<file path="config.mk">
export PLATFORM = sky130hd
export DESIGN_NAME = ctl_seq
export DESIGN_NICKNAME = d
export VERILOG_FILES = /design/src/rtl/ctl_seq.sv
export SDC_FILE = /design/constraint.sdc
export NUM_CORES = 1
export LEC_CHECK = 0
export BUFFER_PORTS_ARGS = -buffer_cell sky130_fd_sc_hd__buf_2
export CAP_MARGIN = 15
export CORE_MARGIN = 2
export CORE_UTILIZATION = 47
export DETAILED_ROUTE_END_ITERATION = 6
export PLACE_DENSITY_LB_ADDON = 0.1
export SYNTH_ARGS = -nofsm -noshare
export SYNTH_HDL_FRONTEND = slang
export SYNTH_SLANG_ARGS = --single-unit
</file>
<file path="constraint.sdc">
create_clock -name clk_i -period 1.7 [get_ports clk_i]
set_clock_uncertainty 0.15 [all_clocks]
set_input_delay 0.255 -clock clk_i [delete_from_list [all_inputs] [get_ports clk_i]]
set_output_delay 0.255 -clock clk_i [all_outputs]
set_load 0.005 [all_outputs]
</file>
<file path="src/rtl/ctl_seq.sv">
// Control sequencer for the accumulator core: fetch/decode/execute FSM driving the
// address unit, IR, accumulator and ALU, with a req/ack memory handshake and ack watchdog.
//
// state     | meaning
// ----------+-----------------------------------------------------------
// RESET     | post-reset idle, all controls low, MAR source = PC
// FETCH_ADR | MAR <= PC
// FETCH     | read instruction at MAR; on ack load IR and PC <= MAR+1
// DECODE    | latch opcode, set up operand address or branch target
// EXEC_RD   | operand read; on ack load accumulator from the ALU
// EXEC_WR   | accumulator store to MAR
// HALT      | stopped until reset (HLT or watchdog expiry)
module ctl_seq #(
    parameter  int ACK_TIMEOUT      = 16,
    localparam int CTR_MARMUX_WIDTH = 1
) (
    input  logic                        clk_i,
    input  logic                        rst_i,
    input  logic [3:0]                  opcode_i,
    input  logic                        acc_zero_i,
    input  logic                        mem_ack_i,
    output logic [CTR_MARMUX_WIDTH-1:0] ctr_marmux_o,
    output logic                        ctr_mar_reg_en_o,
    output logic                        ctr_pc_reg_en_o,
    output logic                        ctr_ir_reg_en_o,
    output logic                        ctr_acc_reg_en_o,
    output logic [1:0]                  ctr_alu_op_o,
    output logic                        mem_req_o,
    output logic                        mem_we_o,
    output logic                        halted_o,
    output logic                        bus_err_o
);

    localparam logic [CTR_MARMUX_WIDTH-1:0] MAR_OP_PC  = 1'b0;
    localparam logic [CTR_MARMUX_WIDTH-1:0] MAR_OP_ARG = 1'b1;

    localparam logic [3:0] OP_LDA = 4'h1;
    localparam logic [3:0] OP_STA = 4'h2;
    localparam logic [3:0] OP_ADD = 4'h3;
    localparam logic [3:0] OP_SUB = 4'h4;
    localparam logic [3:0] OP_AND = 4'h5;
    localparam logic [3:0] OP_JMP = 4'h6;
    localparam logic [3:0] OP_JZ  = 4'h7;
    localparam logic [3:0] OP_HLT = 4'hF;

    localparam int             WD_W    = (ACK_TIMEOUT > 1) ? $clog2(ACK_TIMEOUT + 1) : 1;
    localparam logic [WD_W-1:0] WD_INIT = WD_W'(ACK_TIMEOUT);
    localparam logic           WD_ON   = (ACK_TIMEOUT > 0);

    typedef enum logic [2:0] {
        S_RESET,
        S_FETCH_ADR,
        S_FETCH,
        S_DECODE,
        S_EXEC_RD,
        S_EXEC_WR,
        S_HALT
    } state_t;

    state_t          state_q, state_nxt;
    logic [3:0]      op_q;
    logic [WD_W-1:0] wd_cnt_q;
    logic            bus_err_q;
    logic            req_state;
    logic            req_wait;
    logic            wd_expire;

    // Request is a pure function of state, which keeps the watchdog free of output feedback.
    assign req_state = (state_q == S_FETCH) || (state_q == S_EXEC_RD) || (state_q == S_EXEC_WR);
    assign req_wait  = req_state && !mem_ack_i;
    assign wd_expire = WD_ON && req_wait && (wd_cnt_q == '0);
    assign bus_err_o = bus_err_q;

    always_ff @(posedge clk_i) begin
        if (rst_i) begin
            state_q   <= S_RESET;
            op_q      <= '0;
            wd_cnt_q  <= WD_INIT;
            bus_err_q <= 1'b0;
        end else begin
            state_q <= state_nxt;
            if (state_q == S_DECODE) begin
                op_q <= opcode_i;
            end
            // Down-counter reloads whenever the request is idle or acknowledged.
            if (!req_wait) begin
                wd_cnt_q <= WD_INIT;
            end else if (wd_cnt_q != '0) begin
                wd_cnt_q <= wd_cnt_q - 1'b1;
            end
            if (wd_expire) begin
                bus_err_q <= 1'b1;
            end
        end
    end

    always_comb begin
        state_nxt        = state_q;
        ctr_marmux_o     = MAR_OP_PC;
        ctr_mar_reg_en_o = 1'b0;
        ctr_pc_reg_en_o  = 1'b0;
        ctr_ir_reg_en_o  = 1'b0;
        ctr_acc_reg_en_o = 1'b0;
        ctr_alu_op_o     = 2'd0;
        mem_req_o        = 1'b0;
        mem_we_o         = 1'b0;
        halted_o         = 1'b0;
        case (state_q)
            S_RESET: begin
                state_nxt = S_FETCH_ADR;
            end
            S_FETCH_ADR: begin
                ctr_mar_reg_en_o = 1'b1;
                state_nxt        = S_FETCH;
            end
            S_FETCH: begin
                mem_req_o = 1'b1;
                if (mem_ack_i) begin
                    ctr_ir_reg_en_o = 1'b1;
                    ctr_pc_reg_en_o = 1'b1;
                    state_nxt       = S_DECODE;
                end else if (wd_expire) begin
                    state_nxt = S_HALT;
                end
            end
            S_DECODE: begin
                state_nxt = S_FETCH_ADR;
                case (opcode_i)
                    OP_LDA, OP_ADD, OP_SUB, OP_AND: begin
                        ctr_marmux_o     = MAR_OP_ARG;
                        ctr_mar_reg_en_o = 1'b1;
                        state_nxt        = S_EXEC_RD;
                    end
                    OP_STA: begin
                        ctr_marmux_o     = MAR_OP_ARG;
                        ctr_mar_reg_en_o = 1'b1;
                        state_nxt        = S_EXEC_WR;
                    end
                    OP_JMP: begin
                        ctr_marmux_o     = MAR_OP_ARG;
                        ctr_mar_reg_en_o = 1'b1;
                        state_nxt        = S_FETCH;
                    end
                    OP_JZ: begin
                        if (acc_zero_i) begin
                            ctr_marmux_o     = MAR_OP_ARG;
                            ctr_mar_reg_en_o = 1'b1;
                            state_nxt        = S_FETCH;
                        end
                    end
                    OP_HLT: begin
                        state_nxt = S_HALT;
                    end
                    default: begin
                        state_nxt = S_FETCH_ADR;
                    end
                endcase
            end
            S_EXEC_RD: begin
                mem_req_o = 1'b1;
                case (op_q)
                    OP_ADD:  ctr_alu_op_o = 2'd1;
                    OP_SUB:  ctr_alu_op_o = 2'd2;
                    OP_AND:  ctr_alu_op_o = 2'd3;
                    default: ctr_alu_op_o = 2'd0;
                endcase
                if (mem_ack_i) begin
                    ctr_acc_reg_en_o = 1'b1;
                    state_nxt        = S_FETCH_ADR;
                end else if (wd_expire) begin
                    state_nxt = S_HALT;
                end
            end
            S_EXEC_WR: begin
                mem_req_o = 1'b1;
                mem_we_o  = 1'b1;
                if (mem_ack_i) begin
                    state_nxt = S_FETCH_ADR;
                end else if (wd_expire) begin
                    state_nxt = S_HALT;
                end
            end
            S_HALT: begin
                halted_o = 1'b1;
            end
            default: begin
                state_nxt = S_RESET;
            end
        endcase
    end

endmodule

</file>
==> results of run 1 <==
==> worst max-delay path, delay by kind of cell (launching register included) <==
kind | cells | cell delay, ns
AND/OR/NAND/NOR | 2 | 0.68
flip-flops | 1 | 0.33
AO/OA/AOI/OAI | 2 | 0.23
adder cells (fa/ha/maj) | 1 | 0.13
buffers and inverters | 1 | 0.07
==> final cells by class <==
type                       count  share of cell area, %
inverter                       6                   2.03
sequential                    13                   24.0
tap                           25                   2.82
timing repair buffer          33                   18.6
clock buffer                   4                   2.37
multi-input combinational     77                   50.2
==> synthesized netlist by cell type (2+ instances only) <==
| master | n | area, µm² |
|---|---|---|
| nand2b_1 | 4 | 25.0 |
| o31ai_1 | 2 | 15.0 |
| a211oi_2 | 2 | 25.0 |
| a21oi_1 | 6 | 30.0 |
| nand2_1 | 7 | 26.3 |
| nor2_1 | 16 | 60.1 |
| o21ai_1 | 2 | 10.0 |
| and3_1 | 2 | 12.5 |
| nor3_1 | 3 | 15.0 |
| ha_1 | 2 | 25.0 |
| nor2b_1 | 2 | 12.5 |
| mux2i_1 | 4 | 40.0 |
| and2b_2 | 3 | 26.3 |
| a21o_1 | 2 | 15.0 |
| o21ai_0 | 3 | 15.0 |
| inv_1 | 6 | 22.5 |
| xor2_1 | 2 | 17.5 |
| buf_6 | 2 | 22.5 |
| nor4_1 | 2 | 12.5 |
| dfxtp_1 | 13 | 260 |
==> metal layers <==
| metal | vias up | track usage (%) | wire, µm |
|---|---|---|---|
| met5 | - | 0 | 0 |
| met4 | 0 | 8.57 | 44 |
| met3 | 6 | 3.53 | 62 |
| met2 | 18 | 29.7 | 833 |
| met1 | 359 | 24.8 | 915 |
| li1 | 420 | - | - |
==> registers in the layout (all words and copies together) (netlist names) <==
signal     flops
wd_cnt_q       5
op_q           4
bus_err_o      1
state_q        3
==> power by group <==
group	leakage (nW)	internal [mW]	switching, mW
Sequential	0.108	0.322	0.0188
Clock	0.0150	0.0911	0.101
Combinational	0.404	0.103	0.0966
==> what timing repair did <==
action,4_1_cts,5_1_grt
buffers inserted,2,2
pin swaps,0,5
gates resized for setup,4,12
setup endpoints to repair,4,11
==> worst max-delay path by stage <==
stage	start	end	slack, ns	cells past startpoint
CTS	wd_cnt_q[1]	state_q[0]	-0.01	6
finish	wd_cnt_q[0]	state_q[0]	-0.01	6
global placement	wd_cnt_q[1]	state_q[0]	0.006	6
detailed placement	wd_cnt_q[1]	state_q[0]	-0.03	6
global route	wd_cnt_q[0]	state_q[0]	-0.06	6
floorplan	wd_cnt_q[1]	state_q[0]	-0.07	7
==> kinds of logic (layout without fill, tap and decap cells) <==
group / count (synthesis) / count (layout) / synth area share [%]
XOR/XNOR: 3 / 3 / 3.13
multiplexers: 4 / 4 / 4.76
AND/OR/NAND/NOR: 44 / 44 / 27.2
adder cells (fa/ha/maj): 2 / 2 / 2.98
buffers and inverters: 13 / 43 / 11.3
flip-flops: 13 / 13 / 31.0
AO/OA/AOI/OAI: 24 / 24 / 19.6
==> results.sh, run 1 <==
export IMPL_start_kind="flop"
export IMPL_reg2reg_depth=6
export IMPL_drtIter0Drc=16
export IMPL_layout_drive_gt1_share_pct=44.4
export IMPL_timing_final_crit_share_pct=101
export IMPL_r2r_start="wd_cnt_q[0]"
export IMPL_cts_max_level=1
export IMPL_hold_path_class="primary input to flop"
export IMPL_r2r_end="state_q[0]"
export IMPL_regArea_um2=267
export IMPL_clock_sinks=13
export IMPL_cp_max_fo=5
export IMPL_layout_cells_most_common="buf_2"
export IMPL_root_buffer="clkbuf_4"
export IMPL_start_util_pct=49.2
export IMPL_ys_types=38
export IMPL_clock_latency_ns=0.28
export IMPL_dpl_hpwl_um=1410
export IMPL_ys_ff_latch=13
export IMPL_maxSlewViolCount=0
export IMPL_synth_edf_count=0
export IMPL_path_cells="inv_2 > ha_4 > or4b_4 > and2_4 > o31ai_4 > a21oi_1"
export IMPL_area_delta_synth_final_pct=32.0
export IMPL_fillers=164
export IMPL_hold_depth=3
export IMPL_ys_warn_count=0
export IMPL_drtAntennaViolNets=0
export IMPL_dp_worst_setup_slack_ns=-0.0343
export IMPL_first_pass_iters=4
export IMPL_syn_area_um2=841
export IMPL_total_power_mw=0.732
export IMPL_die_h_um=46.3
export IMPL_rows=15
export IMPL_grt_max_degree=10
export IMPL_viasPerCell=5.08
export IMPL_postCtsHoldBufs=0
export IMPL_wire_per_inst_um=11.7
export IMPL_violations="setup timing"
export IMPL_worstPathArrival_ns=1.74
export IMPL_grt_pass1_vias=697
export IMPL_final_cell_mix="buf_2, nor2_1, buf_4"
export IMPL_cts_buffer_depth=2
export IMPL_wirelength_um=1860
export IMPL_fmax_mhz=584
export IMPL_syn_avg_cell_area_um2=8.16
export IMPL_place_area_um2=987
export IMPL_slew_limit_headroom_pct=77.6
export IMPL_place_gp_congestion=0.810
export IMPL_grt_usage_pct=18.9
export IMPL_grt_overflow=0
export IMPL_power_density_nw_per_um2=659
export IMPL_crit_type="flop to flop"
export IMPL_vias=803
export IMPL_core_area_um2=1710
export IMPL_netlist_instances=103
export IMPL_cpPeakStageDelay_ns=0.49
export IMPL_yosys_most_used_dff="dfxtp_1"
export IMPL_cts_tree="built"
export IMPL_die_w_um=46.3
export IMPL_postSynth_asyncResetShare_pct=0
export IMPL_diodes=0
export IMPL_drc=0
export IMPL_port_buffers=18
export IMPL_min_period_ns=1.71
export IMPL_p_leak_nw=0.526
export IMPL_min_delay_start="rst_i"
export IMPL_end_kind="flop"
export IMPL_outcome="finished with violations"
export IMPL_finish_utilization_pct=65.0
export IMPL_dieArea_um2=2140
export IMPL_finalWorstSetupSlack_ns=-0.0114
export IMPL_multi_input_area_um2=557
export IMPL_tightest_slew_ns=0.336
export IMPL_fin_cells=158
export IMPL_crit_slowest_cell="or4b_4"
export IMPL_synth_net_count=113
export IMPL_required_ns=1.72
export IMPL_synth_yosys_seq_area_share_pct=31.0
export IMPL_reg2reg_setup_slack_ns=-0.01
export IMPL_final_cell_area_um2=1110
export IMPL_vdd_drop_max_mv=0.427
export IMPL_finalSetupTns_ns=-0.0186
export IMPL_hold_violations=0
export IMPL_grt_pass1_wl_um=2870
export IMPL_setup_violations=2
export IMPL_rsz0062_at_grt="true"
export IMPL_cts_clk_slew_worst_paths_ns=0.08
export IMPL_antenna_found_initial=0
export IMPL_maxCapViolCount=0
export IMPL_place_inst=150
export IMPL_ioPinCount=19
export IMPL_min_to="state_q[0]"
export IMPL_cts_buffers=3
export IMPL_layout_nets=144
export IMPL_holdWs_ns=0.156
Power figures use the tool's default switching activity.
==> run 2, diff against run 1 <==
--- a/config.mk
+++ b/config.mk
@@ -10,6 +10,7 @@
 export CORE_MARGIN = 2
 export CORE_UTILIZATION = 47
 export DETAILED_ROUTE_END_ITERATION = 6
+export HOLD_SLACK_MARGIN = 0.1
 export PLACE_DENSITY_LB_ADDON = 0.1
 export SYNTH_ARGS = -nofsm -noshare
 export SYNTH_HDL_FRONTEND = slang
==> constraint.sdc (replaced) <==
create_clock -name clk_i -period 1.7 [get_ports clk_i]
set_clock_uncertainty 0.15 [all_clocks]
set_input_delay 0 -clock clk_i [delete_from_list [all_inputs] [get_ports clk_i]]
set_output_delay 0 -clock clk_i [all_outputs]
set_load 0.005 [all_outputs]
==> run 2 against run 1 <==
Compared with the run above: the flow still finishes with violations (setup timing); flip-flop and latch count unchanged; combinational power shrank 6%; total power decreased by 1.8%; via count is 1.6% higher; hold slack better by 0.18 ns; maximum frequency shrank 2.5%; final cell count rose by 0.63%; sequential power is essentially flat; first-iteration DRC count fell by 88%; core utilization fell by 1.2 points; routed wire length increased by 2.9%.
==> results.sh, run 2 (same netlist as run 1, synthesis figures left out) <==
export IMPL_fmax_mhz=570
export IMPL_required_ns=1.72
export IMPL_grt_met2_usage_pct=33.1
export IMPL_vias=816
export IMPL_diodes=0
export IMPL_grt_busiest_layer="met2"
export IMPL_use_met1_pct=25.9
export IMPL_drtAntennaViolNets=0
export IMPL_root_buffer="clkbuf_4"
export IMPL_grt_overflow=0
export IMPL_setup_violations=2
export IMPL_die_h_um=46.3
export IMPL_worstPathArrival_ns=1.78
export IMPL_rows=15
export IMPL_maxSlewViolCount=0
export IMPL_largestRegisters="wd_cnt_q x5, op_q x4, state_q x3"
export IMPL_place_inst=147
export IMPL_cp_max_fo=5
export IMPL_port_buffers=18
export IMPL_cts_clk_slew_worst_paths_ns=0.08
export IMPL_finalWorstSetupSlack_ns=-0.0552
export IMPL_cts_tree="built"
export IMPL_power_density_nw_per_um2=659
export IMPL_cts_max_level=1
export IMPL_layout_nets=145
export IMPL_core_area_um2=1710
export IMPL_outcome="finished with violations"
export IMPL_top_register="wd_cnt_q"
export IMPL_fin_cells=159
export IMPL_maxCapViolCount=0
export IMPL_ioPinCount=19
export IMPL_finalSetupTns_ns=-0.0576
export IMPL_hold_path_class="flop to flop"
export IMPL_tightest_slew_ns=0.354
export IMPL_drc=0
export IMPL_crit_type="flop to flop"
export IMPL_cts_buffers=3
export IMPL_place_gp_congestion=0.811
export IMPL_end_kind="flop"
export IMPL_timing_final_crit_share_pct=103
export IMPL_first_pass_iters=4
export IMPL_rsz0062_at_grt="true"
export IMPL_antenna_found_initial=0
export IMPL_grt_usage_pct=20.5
export IMPL_drtIter0Drc=2
export IMPL_start_util_pct=49.2
export IMPL_cts_buffer_depth=2
export IMPL_grt_util_met3_pct=3.53
export IMPL_wirelength_um=1910
export IMPL_start_kind="flop"
export IMPL_place_area_um2=965
export IMPL_total_power_mw=0.718
export IMPL_vdd_drop_max_mv=0.508
export IMPL_violations="setup timing"
export IMPL_holdWs_ns=0.332
export IMPL_slew_limit_headroom_pct=76.3
export IMPL_layout_cells_most_common="buf_2"
export IMPL_dpl_hpwl_um=1320
export IMPL_finish_utilization_pct=63.8
export IMPL_layout_drive_gt1_share_pct=32.8
export IMPL_hold_violations=0
export IMPL_final_cell_mix="buf_2, nor2_1, dfxtp_1"
export IMPL_largest_register_ffs=5
export IMPL_viasPerCell=5.13
export IMPL_die_w_um=46.3
export IMPL_p_leak_nw=0.511
export IMPL_grt_max_degree=11
export IMPL_final_cell_area_um2=1090
export IMPL_wire_per_inst_um=12.0
export IMPL_grt_pass1_vias=730
export IMPL_dp_worst_setup_slack_ns=-0.0226
export IMPL_grt_pass1_wl_um=3080
export IMPL_clock_latency_ns=0.28
export IMPL_clock_sinks=13
export IMPL_min_period_ns=1.76
export IMPL_dieArea_um2=2140
export IMPL_area_delta_synth_final_pct=29.6
[run 2: cell types whose count changed in the layout (fill, tap and decap cells not counted), sizes merged]
cell	delta
buf	-6
dlygate4sd3	+7
[run 2: path summary, 6_finish.rpt]
kind | startpoint | end | slack (ns) | depth (start not counted)
max | wd_cnt_q[1] | state_q[0] | -0.06 | 6
min | bus_err_o | bus_err_o | 0.33 | 2
max reg2reg | wd_cnt_q[1] | state_q[0] | -0.06 | 6
min reg2reg | bus_err_o | bus_err_o | 0.33 | 2
[run 2: per-layer routing]
metal / vias up / part of all wire (%)
met5: - / 0
met4: 0 / 1.9
met3: 4 / 3.5
met2: 16 / 48
met1: 380 / 46
li1: 416 / -
[run 2: power by group]
part / total [mW] / internal [mW] / switching, mW
logic: 0.188 / 0.0965 / 0.0910
clock network: 0.192 / 0.0911 / 0.101
registers: 0.338 / 0.320 / 0.0181
[run 2: what timing repair did]
action,CTS,global route
setup buffers,0,1
endpoints found under the setup margin,2,5
endpoints found under the hold margin,8,0
resized for setup,1,4
hold buffers,7,0
pin swaps,1,3
[run 2: area by class of cell]
type | instances | area (µm²)
Sequential cell | 13 | 263
Fill cell | 159 | 618
Clock buffer | 4 | 26.3
Inverter | 6 | 22.5
Multi-Input combinational cell | 77 | 519
Tap cell | 25 | 31.3
Timing Repair Buffer | 34 | 228
[run 2: worst max-delay path, cell delays in order (launching register included)]
cell and delay (ns):
dfxtp_2 0.33, inv_2 0.07, ha_4 0.14, or4b_4 0.49, and2_4 0.17, o31ai_4 0.22
a21oi_1 0.08
==> run 3, diff against run 2 <==
--- a/config.mk
+++ b/config.mk
@@ -8,10 +8,11 @@
 export BUFFER_PORTS_ARGS = -buffer_cell sky130_fd_sc_hd__buf_2
 export CAP_MARGIN = 15
 export CORE_MARGIN = 2
-export CORE_UTILIZATION = 47
+export CORE_UTILIZATION = 52
 export DETAILED_ROUTE_END_ITERATION = 6
 export HOLD_SLACK_MARGIN = 0.1
 export PLACE_DENSITY_LB_ADDON = 0.1
+export SETUP_SLACK_MARGIN = 0.15
 export SYNTH_ARGS = -nofsm -noshare
 export SYNTH_HDL_FRONTEND = slang
 export SYNTH_SLANG_ARGS = --single-unit
==> constraint.sdc (replaced) <==
create_clock -name clk_i -period 1.9 [get_ports clk_i]
set_clock_uncertainty 0.15 [all_clocks]
set_input_delay 0 -clock clk_i [delete_from_list [all_inputs] [get_ports clk_i]]
set_output_delay 0 -clock clk_i [all_outputs]
set_load 0.005 [all_outputs]
==> run 3 against run 2 <==
Compared with the run above: the flow now finishes without violations; hold slack hardly changed; critical path depth stayed put; total power shrank 13%; sequential share of layout area is 1.4 points higher; cell area down 4.9%; final cell count fell by 8.2%; first-iteration DRC count rose to 12 times the previous value.
==> results.sh, run 3 (same netlist as run 1, synthesis figures left out) <==
export IMPL_wirelength_um=1810
export IMPL_rows=14
export IMPL_cpPeakStageDelay_ns=0.48
export IMPL_path_delay_family="simple AND/OR/NAND/NOR gates"
export IMPL_drtAntennaViolNets=0
export IMPL_required_ns=1.91
export IMPL_port_buffers=18
export IMPL_min_delay_start="bus_err_o"
export IMPL_layout_nets=141
export IMPL_rsz0062_at_grt="true"
export IMPL_first_pass_iters=6
export IMPL_grt_usage_pct=22.6
export IMPL_drtIter0Drc=24
export IMPL_wire_per_inst_um=12.4
export IMPL_dieArea_um2=1950
export IMPL_antenna_found_initial=0
export IMPL_min_period_ns=1.73
export IMPL_core_area_um2=1510
export IMPL_clock_sinks=13
export IMPL_layout_cells_most_common="buf_2"
export IMPL_slew_limit_headroom_pct=75.4
export IMPL_outcome="finished, final reports clean"
export IMPL_maxCapViolCount=0
export IMPL_p_leak_nw=0.488
export IMPL_r2r_end="state_q[0]"
export IMPL_crit_slowest_cell="or4b_4"
export IMPL_hold_violations=0
export IMPL_finalWorstSetupSlack_ns=0.170
export IMPL_cts_buffers=3
export IMPL_power_density_nw_per_um2=601
export IMPL_cts_max_level=1
export IMPL_fillers=133
export IMPL_diodes=0
export IMPL_finalSetupTns_ns=0
export IMPL_timing_final_crit_share_pct=91.0
export IMPL_start_util_pct=55.8
export IMPL_cts_buffer_depth=2
export IMPL_path_cells="inv_2 > ha_4 > or4b_4 > and2_0 > o31ai_1 > a21oi_1"
export IMPL_reg2reg_depth=6
export IMPL_finish_utilization_pct=68.8
export IMPL_top_register="wd_cnt_q"
export IMPL_worstPathArrival_ns=1.74
export IMPL_vdd_drop_max_mv=0.496
export IMPL_start_kind="flop"
export IMPL_clock_latency_ns=0.28
export IMPL_grt_overflow=0
export IMPL_viasPerCell=5.44
export IMPL_fmax_mhz=578
export IMPL_cts_tree="built"
export IMPL_place_gp_congestion=0.785
export IMPL_maxSlewViolCount=0
export IMPL_setup_violations=0
export IMPL_largest_register_ffs=5
export IMPL_r2r_start="wd_cnt_q[0]"
export IMPL_hold_depth=2
export IMPL_vias=794
export IMPL_dpl_hpwl_um=1260
export IMPL_die_h_um=44.2
export IMPL_cp_num_buf_inv=1
export IMPL_largestRegisters="wd_cnt_q x5, op_q x4, state_q x3"
export IMPL_grt_max_degree=11
export IMPL_grt_pass1_wl_um=3260
export IMPL_ioPinCount=19
export IMPL_layout_drive_gt1_share_pct=30.8
export IMPL_drc=0
export IMPL_crit_type="flop to flop"
export IMPL_tightest_slew_ns=0.368
export IMPL_die_w_um=44.2
export IMPL_end_kind="flop"
export IMPL_area_delta_synth_final_pct=23.2
export IMPL_reg2reg_setup_slack_ns=0.17
export IMPL_dp_worst_setup_slack_ns=0.104
export IMPL_cp_max_fo=5
export IMPL_min_to="bus_err_o"
export IMPL_final_cell_mix="buf_2, nor2_1, dfxtp_1"
export IMPL_grt_pass1_vias=750
export IMPL_cts_clk_slew_worst_paths_ns=0.08
export IMPL_root_buffer="clkbuf_4"
export IMPL_hold_path_class="flop to flop"
run 3: power breakdown:
part	switching (mW)	internal, mW
registers	0.0207	0.287
clock network	0.0876	0.0814
logic	0.0713	0.0746
run 3: worst max path at each step:
stage	depth (start not counted)	startpoint	slack, ns	to
2_1_floorplan	7	wd_cnt_q[1]	0.13	state_q[0]
3_3_place_gp	6	wd_cnt_q[1]	0.15	state_q[0]
3_5_place_dp	6	wd_cnt_q[1]	0.10	state_q[0]
4_1_cts	6	wd_cnt_q[0]	0.16	state_q[0]
5_1_grt	6	wd_cnt_q[0]	0.08	state_q[0]
6_report	6	wd_cnt_q[0]	0.17	state_q[0]
run 3: what timing repair did:
item,4_1_cts,5_1_grt
hold buffers,7,0
endpoints found under the setup margin,1,4
setup buffers,5,0
pin swaps,3,2
endpoints found under the hold margin,12,0
gates resized for setup,0,3
run 3: through the flow:
stage	area [µm²]	cells	hold slack, ns	power (mW)
5_1_grt	1040	146	0.354	0.657
3_3_place_gp	893	130	0.142	0.432
6_report	1040	146	0.333	0.623
4_1_cts	1030	146	0.328	0.623
2_1_floorplan	856	103	-0.0311	0.417
3_5_place_dp	893	130	0.154	0.437
run 3: metal layers:
metal,global-route usage (%),routed length (µm),up-vias
met4,12.1,30,0
met3,4.08,74,4
met2,32.9,815,20
li1,-,-,409
met1,31.7,887,361
met5,0,0,-
run 3: final cells by class:
| cell class | count | area, µm² | area share (%) |
|---|---|---|---|
| flip-flops and latches | 13 | 264 | 25.5 |
| inverters | 6 | 22.5 | 2.17 |
| clock buffers | 4 | 26.3 | 2.54 |
| well taps | 16 | 20.0 | 1.93 |
| repair buffers | 30 | 198 | 19.1 |
| multi-input cells | 77 | 505 | 48.8 |
run 3: worst reg2reg max path, stage by stage (launching register included):
cell	delay [ns]
dfxtp_2	0.33
inv_2	0.07
ha_4	0.13
or4b_4	0.48
and2_0	0.15
o31ai_1	0.21
a21oi_1	0.09
